==> src/rtl/pal_pkg.sv <==
// pal_pkg: shared PAL config constants, loader state encoding and CRC-8 helpers
package pal_pkg;
    localparam logic [7:0] CRC8_POLY = 8'h07;
    typedef enum logic [2:0] {IDLE, LOAD, SHIFT, CHECK, APPLY} ld_state_e;
    function automatic int cfg_len(input int n, input int p, input int m);
        return 2 * n * p + p * m;
    endfunction
    // MSB-first CRC-8, no reflection, no final XOR
    function automatic logic [7:0] crc8_byte(input logic [7:0] crc, input logic [7:0] data);
        logic [7:0] c;
        c = crc ^ data;
        for (int i = 0; i < 8; i++) c = c[7] ? ((c << 1) ^ CRC8_POLY) : (c << 1);
        return c;
    endfunction
endpackage

==> src/rtl/pal_cfg_crc8.sv <==
// pal_cfg_crc8: byte-wide combinational CRC-8 step
module pal_cfg_crc8 (
    input  logic [7:0] crc,
    input  logic [7:0] data,
    output logic [7:0] crc_next
);
    import pal_pkg::*;
    assign crc_next = crc8_byte(crc, data);
endmodule

==> src/rtl/pal_cfg_loader.sv <==
// pal_cfg_loader: streams a byte frame LSB-first into the PAL cfg chain, checks CRC-8, pulses apply
module pal_cfg_loader #(
    parameter int N            = 8,
    parameter int P            = 17,
    parameter int M            = 6,
    parameter int CHECK_CRC    = 1,
    parameter int APPLY_CYCLES = 2
) (
    input  logic       clk,
    input  logic       res,
    input  logic       start,
    input  logic       abort,
    input  logic [7:0] s_data,
    input  logic       s_valid,
    output logic       s_ready,
    output logic       cfg_bit,
    output logic       cfg_shift,
    output logic       cfg_en,
    output logic       busy,
    output logic       done,
    output logic       crc_err
);
    import pal_pkg::*;
    localparam int CFG_BITS  = cfg_len(N, P, M);
    localparam int NBYTES    = (CFG_BITS + 7) / 8;
    localparam int LAST_BITS = CFG_BITS - 8 * (NBYTES - 1);
    localparam int BW        = $clog2(NBYTES + 1);
    ld_state_e state, state_n;
    logic [BW-1:0] byte_cnt;
    logic [3:0] bits_left, apply_cnt;
    logic [7:0] sreg, crc, crc_next;
    logic hs, last_byte, last_bit;
    logic s_ready_d, cfg_bit_d, cfg_shift_d, cfg_en_d, busy_d, done_d;
    assign hs        = s_valid && s_ready;
    assign last_byte = byte_cnt == BW'(NBYTES - 1);
    assign last_bit  = bits_left == 4'd1;
    pal_cfg_crc8 u_crc (.crc(crc), .data(s_data), .crc_next(crc_next));
    always_ff @(posedge clk) state <= res ? IDLE : state_n;
    always_comb begin
        state_n = state;
        if (abort) state_n = IDLE;
        else case (state)
            IDLE:    if (start) state_n = LOAD;
            LOAD:    if (hs) state_n = SHIFT;
            SHIFT:   if (last_bit) state_n = !last_byte ? LOAD : (CHECK_CRC != 0 ? CHECK : APPLY);
            CHECK:   if (hs) state_n = s_data == crc ? APPLY : IDLE;
            APPLY:   if (apply_cnt == 4'(APPLY_CYCLES - 1)) state_n = IDLE;
            default: state_n = IDLE;
        endcase
    end
    // Outputs are decoded from the next state so the registered copies track the state register exactly
    always_comb begin
        s_ready_d   = state_n == LOAD || state_n == CHECK;
        cfg_shift_d = state_n == SHIFT;
        cfg_bit_d   = state_n == SHIFT && (state == SHIFT ? sreg[1] : s_data[0]);
        cfg_en_d    = state_n == APPLY;
        busy_d      = state_n != IDLE;
        done_d      = state == APPLY && state_n == IDLE && !abort;
    end
    always_ff @(posedge clk) begin
        if (res) begin
            {s_ready, cfg_bit, cfg_shift, cfg_en, busy, done} <= '0;
        end else begin
            {s_ready, cfg_bit, cfg_shift, cfg_en, busy, done} <=
                {s_ready_d, cfg_bit_d, cfg_shift_d, cfg_en_d, busy_d, done_d};
        end
    end
    always_ff @(posedge clk) begin
        if (res) begin
            byte_cnt  <= '0;
            bits_left <= '0;
            apply_cnt <= '0;
            sreg      <= '0;
            crc       <= '0;
            crc_err   <= 1'b0;
        end else begin
            if (state == IDLE && start && !abort) begin
                crc      <= '0;
                byte_cnt <= '0;
                crc_err  <= 1'b0;
            end
            if (state == LOAD && hs) begin
                sreg      <= s_data;
                crc       <= crc_next;
                bits_left <= last_byte ? 4'(LAST_BITS) : 4'd8;
            end
            if (state == SHIFT) begin
                sreg      <= sreg >> 1;
                bits_left <= bits_left - 4'd1;
                if (last_bit) byte_cnt <= byte_cnt + BW'(1);
            end
            if (state == CHECK && hs && s_data != crc && !abort) crc_err <= 1'b1;
            apply_cnt <= state == APPLY ? apply_cnt + 4'd1 : 4'd0;
        end
    end
endmodule

==> config.mk <==
export PLATFORM = sky130hd
export DESIGN_NAME = pal_cfg_loader
export DESIGN_NICKNAME = d
export VERILOG_FILES = /design/src/rtl/pal_pkg.sv /design/src/rtl/pal_cfg_crc8.sv /design/src/rtl/pal_cfg_loader.sv
export SDC_FILE = /design/constraint.sdc
export NUM_CORES = 1
export LEC_CHECK = 0
export ABC_AREA = 1
export CAP_MARGIN = 40
export CORE_MARGIN = 5
export CORE_UTILIZATION = 27
export CTS_BUF_LIST = sky130_fd_sc_hd__clkbuf_4
export CTS_CLUSTER_DIAMETER = 200
export CTS_CLUSTER_SIZE = 10
export DETAILED_ROUTE_END_ITERATION = 12
export GPL_TIMING_DRIVEN = 0
export HOLD_SLACK_MARGIN = 0.1
export SLEW_MARGIN = 25
export SYNTH_ARGS = -nofsm -noshare
export SYNTH_HDL_FRONTEND = slang
export SYNTH_SLANG_ARGS = --single-unit
==> constraint.sdc <==
create_clock -name clk -period 2.03 [get_ports clk]
set_input_delay 0.406 -clock clk [delete_from_list [all_inputs] [get_ports clk]]
set_output_delay 0.406 -clock clk [all_outputs]
set_load 0.02 [all_outputs]
== After elaboration in Yosys (flattened, before gate mapping) ==
Cells that the tools add are included.

* Add/sub/neg operators: 3
* Equal/unequal tests: 13
* Multiplexer cells: 30
* Bitwise gates (word level): 10
* Reductions and logical operators: 20

{| class="wikitable"
|+ Operator list
! cell !! count
|-
| 3-bit 2-to-1 mux || 15
|-
| 3-bit inverter || 8
|-
| 6-bit 2-to-1 mux || 3
|-
| 8-bit 2-to-1 mux || 2
|-
| 3-bit case mux with 5 select lines || 1
|-
| 7-bit 2-to-1 mux || 2
|-
| 3-bit by 2-bit == test with 1-bit output (second input constant) || 4
|-
| 4-bit 2-to-1 mux || 3
|-
| 1-bit logical AND || 10
|-
| 4-bit by 1-bit == test with 1-bit output (second input constant) || 2
|-
| 8-bit == test || 1
|-
| 8-bit != test || 1
|-
| 8-bit XOR || 1
|-
| 6-bit by 1-bit adder with 6-bit output (second input constant) || 1
|-
| 3-bit by 1-bit == test with 1-bit output (second input constant) || 2
|-
| 3-bit == test (second input constant) || 2
|-
| 6-bit == test (second input constant) || 1
|-
| 3-bit logical NOT || 2
|-
| 2-bit nonzero test || 3
|-
| 4-bit by 1-bit adder with 4-bit output (second input constant) || 1
|-
| 2-bit OR reduction || 2
|-
| 4-bit by 1-bit subtractor with 4-bit output (second input constant) || 1
|-
| 1-bit 2-to-1 mux || 3
|-
| 3-bit nonzero test || 1
|-
| other kinds (4) || 4
|}

* Flip-flop bits (word level): 40
* Bits of input ports: 13
* Output and inout bits: 7
* Logic and storage cells: 90

== Longest topological paths before layout ==
* Depth after elaboration: 18
* Gate-level depth with buffers: 11
* Mapped depth without buffers: 11

== Cells and area by module ==
A second synthesis with hierarchy kept.

* Cell total of the unflattened synthesis: 323
* Area total of the unflattened synthesis: 2250.9 sq um

{| class="wikitable"
|+ Modules (own cells, without submodules)
! module !! instances !! cells each !! area an instance (sq um) !! seq. area each (sq um)
|-
| pal_cfg_loader || 1 || 249 || 1873.0 || 780.7
|-
| pal_cfg_crc8 || 1 || 74 || 377.9 || 0.0
|}

== Least setup slack after synthesis ==
No wires, ideal clock.

* Kind: in2reg
* Start point: input port s_data[2]
* End point: register busy
* Setup time: 0.109 ns
* Arrival time: 1.376 ns
* Required time: 1.921 ns
* Path slack: 0.546 ns
* Stages on the path: 10
* Path buffers: 0
* Cell sequence: xor2_1 > inv_1 > ha_1 > and3_1 > nand3_1 > nand2_1 > nand2_1 > nand3_1 > nand2_1 > inv_1

* Longest elaborated chain between the ends: 6

{| class="wikitable"
|+ RTL lines
! what !! line !! text
|-
| start, declared || pal_cfg_loader.sv:13 || <nowiki>input logic [7:0] s_data,</nowiki>
|-
| 8-bit == test || pal_cfg_loader.sv:46 || <nowiki>CHECK: if (hs) state_n = s_data == crc ? APPLY : IDLE;</nowiki>
|-
| 3-bit 2-to-1 mux (2 in series) || pal_cfg_loader.sv:46 ||
|-
| 3-bit case mux with 5 select lines || pal_cfg_loader.sv:42 || <nowiki>else case (state)</nowiki>
|-
| 3-bit 2-to-1 mux || pal_cfg_loader.sv:41 || <nowiki>if (abort) state_n = IDLE;</nowiki>
|-
| 3-bit nonzero test || pal_cfg_loader.sv:57 || <nowiki>busy_d = state_n != IDLE;</nowiki>
|-
| end signal, assigned || pal_cfg_loader.sv:64 || <nowiki>{s_ready, cfg_bit, cfg_shift, cfg_en, busy, done} <=</nowiki>
|-
| end, declared || pal_cfg_loader.sv:19 || <nowiki>output logic busy,</nowiki>
|}

Every way passes these cells.
A chain may end at the register's enable or synchronous reset.

== Worst setup path in the final report ==
Same ends and word-level chain as after synthesis.

==> summary.md <==
| Metric | Value |
|---|---|
| Pre-CTS setup slack | -0.213 ns |
| Total grt overflow | 0 |
| All-Layer GR Usage | 9.94% |
| FF+latch count, synth | 39 |
| Slew Limit Fails | 0 |
| Worst-path clk slew | 0.12 ns |
| Fin Clk Skew | 0.00657 ns |
| Max Root-Sink Buffers | 2 |
| Main combinational cell family by area after synthesis | simple AND/OR/NAND/NOR gates |
| XOR/XNOR Fraction of Synth Area | 4.55% |
| Synth Area in Compound Gates | 14.6% |
| Least-Margin Pin Slew | 0.464 ns |
| Worst path depth | 11 |
| Setup Buffers After CTS | 0 |
| Inserted Clock Buffers | 5 |
| Post-layout util | 32.4% |
| Post-route DRC | 0 |
| DP Cell Count | 415 |
| DRT iter0 DRCs | 77 |
| Synth Area in Simple Gates | 30.3% |
| Status | complete, no violations |
| Crit-path cells | clkdlybuf4s50_1, xor2_1, inv_1, ha_1, and3_1, nand3_1, nand2_1, nand2_1, nand3_1, nand2_1, inv_1 |
| Synth unique cells | 34 |
| Seq/Total Area, Yosys | 37.3% |
| Cell Area, Synth | 0.00209 mm² |
| CP Launch Type | input port |
| Reg2reg path depth | 10 |
| WS Path Type | in -> reg |
| Combinational Power Share | 10.5% |
| Post-synth ARST share | 0% |
| Core Area | 0.00765 mm² |
| Largest cells by area after synthesis | dfxtp_1, nand2_1, a21oi_1 |
| First-pass GRT wire length | 7870 µm |
| Row cnt | 32 |
| Synthesis Warnings | 0 |
| Setup TNS | 0 ns |
| Reg power frac | 52.9% |
| # diodes | 0 |
| Min Tclk post-route | 1.86 ns |
| Hold slack | 0.455 ns |
| Hold Crit Class | reg -> reg |
| Final ANT Viol Nets | 0 |
| Hold Violations, Final | 0 |
| Nature of the critical path endpoint | register |
| Reg-to-Reg End | busy$_SDFF_PP0_ |
| Switching part of the total | 25.6% |
| Largest area contributor in the netlist | dfxtp_1 |
| Sw power | 375 µW |
| Hold_buf cts | 0 |
| Critical path required time | 2.30 ns |
| Die ar. | 0.00960 mm² |
| Vias | 1868 |
| H-tree depth | 2 |
| WL final | 4560 µm |
| Reg-to-reg startpoint | crc[2]$_SDFFE_PP0P_ |
| Die Y | 98.0 µm |
| Final WS setup | 0.175 ns |
| Min-delay src | sreg[1]$_SDFFE_PP0P_ |
| GPL Wtd Cong | 0.782 |
| Initial DRT Pass Iterations | 4 |
| Cell family with most CP delay | buffers and inverters |
| Post-synth EDFFs | 0 |
| Layout area overhead | 18.6% |
| Lkg Pwr | 0.00106 µW |
| CP Buf/Inv Count | 3 |
| Initial antenna violation count | 0 |
| Synth top area share | 37.3% |
| Largest net degree at the start of global routing | 14 |
| Starting Density | 27.3% |
| Adder-Cell Fraction of Synth Area | 5.39% |
| Post-CTS resize count | 0 |
| Clock share of power | 36.6% |
| Int Power | 1090 µW |
| Layout cell share with drive strength beyond 1 | 9.97% |
| CTS tree | yes |
| Clk_lat worst skew | 0.36 ns |
| # IOs | 20 |
| Max-Cap Viols | 0 |
| Clock root buffer | clkbuf_4 |
| Hold depth | 2 |
| Syn Nets | 317 |
| Hpwl dp | 3520 µm |
| CP peak stage delay | 0.53 ns |
| Synth Instances | 295 |
| Nets | 342 |
| Mux contribution to synthesized area | 0% |
| CP Max Fanout | 3 |
| Cell with the most instances after synthesis | nand2_1 |
| Prevailing post-synth register cell | dfxtp_1 |
| Rel. slew slack | 69.0% |
| Maximum clock rate | 539 MHz |
| CP most frequent cell | nand2_1 |
| CP max-delay cell | clkdlybuf4s50_1 |
| Post-route clock period utilization | 91.4% |
| Synth cell count leaders | nand2_1, dfxtp_1, inv_1 |
| Worst IR Drop VDD | 0.389 mV |
| Reg2reg setup slack | 0.42 ns |
| Clk sinks | 39 |
| Vias in the first global route | 1796 |
| Die width | 98.0 µm |
| Vias per Instance | 4.42 |
| Port Buffers | 18 |
| Synth Area per Inst | 7.09 µm² |
| Hold worst-path end | sreg[1]$_SDFFE_PP0P_ |
| Setup violators final | 0 |
| RSZ-0062 raised after global routing | no |
| CP arrival | 2.13 ns |
| Pwr dens | 591 mW/mm² |
| Post-route non-filler standard cell count | 423 |
| Drt wl/cell | 10.8 µm |
-- worst max-delay path by stage --
| stage | startpoint | slack [ns] | to |
|---|---|---|---|
| detailed placement | s_data[2] | -0.21 | busy$_SDFF_PP0_ |
| global placement | s_data[2] | -0.23 | busy$_SDFF_PP0_ |
| CTS | s_data[2] | 0.19 | busy$_SDFF_PP0_ |
| finish | s_data[2] | 0.17 | busy$_SDFF_PP0_ |
| floorplan | s_data[2] | 0.55 | busy$_SDFF_PP0_ |
| global route | s_data[2] | 0.08 | busy$_SDFF_PP0_ |
-- routing by layer --
layer,track usage [%],vias to the layer above,share of wire [%]
li1,-,1006,-
met1,12.2,838,49
met2,17.1,17,48
met3,1.71,7,1.9
met4,4.15,0,1.8
met5,0,-,0
-- sequential cells by signal (all words and copies together) (netlist names) --
name       flops
crc            8
sreg           7
byte_cnt       6
apply_cnt      4
bits_left      4
state          3
busy           1
cfg_bit        1
cfg_en         1
cfg_shift      1
crc_err        1
done           1
s_ready        1
-- area by class of cell --
type	instances	area [µm²]
tap	102	128
timing repair buffer	18	180
sequential	39	781
fill	811	5170
clock buffer	5	37.5
buffer	6	36.3
multi-input combinational	216	1150
clock inverter	3	43.8
inverter	34	128
-- metrics by stage --
stage	area [µm²]	power (µW)
after floorplan	2090	890
after global placement	2400	945
after CTS	2480	1480
final	2480	1470
after global routing	2480	1530
after detailed placement	2400	948
-- power groups by stage --
stage / clock [µW] / combinational (µW) / sequential [µW]
4_1_cts: 553 / 156 / 776
6_report: 536 / 154 / 775
5_1_grt: 578 / 173 / 777
3_5_place_dp: 0 / 155 / 793
3_3_place_gp: 0 / 152 / 793
2_1_floorplan: 0 / 95.6 / 795
-- cells by family (layout without fill, tap and decap cells) --
group	count (synthesis)	after routing
simple gates	142	142
flops	39	39
fa+ha+maj	9	9
compound gates	55	55
xor+xnor	10	10
buf+inv	40	66
-- cell usage in the layout, fill, tap and decap left out, types with 2 or more instances in the layout --
| cell type | count |
|---|---|
| a21oi_1 | 24 |
| a311oi_1 | 2 |
| a31oi_1 | 5 |
| buf_2 | 2 |
| clkbuf_1 | 2 |
| clkbuf_4 | 5 |
| clkdlybuf4s50_1 | 18 |
| dfxtp_1 | 39 |
| ha_1 | 9 |
| inv_1 | 26 |
| inv_2 | 8 |
| nand2_1 | 85 |
| nand3_1 | 18 |
| nand3_2 | 3 |
| nor2_1 | 24 |
| nor3_1 | 2 |
| o211ai_1 | 2 |
| o21ai_0 | 13 |
| o21ai_1 | 6 |
| or2_2 | 2 |
| xnor2_1 | 5 |
| xor2_1 | 4 |
-- worst register-to-register path, stage by stage (launching register included) --
cell	delay, ns
dfxtp_1	0.36
xor2_1	0.22
inv_1	0.12
ha_1	0.19
and3_1	0.16
nand3_1	0.09
nand2_1	0.05
nand2_1	0.10
nand3_1	0.11
nand2_1	0.09
inv_1	0.04
Power figures use the tool's default switching activity.
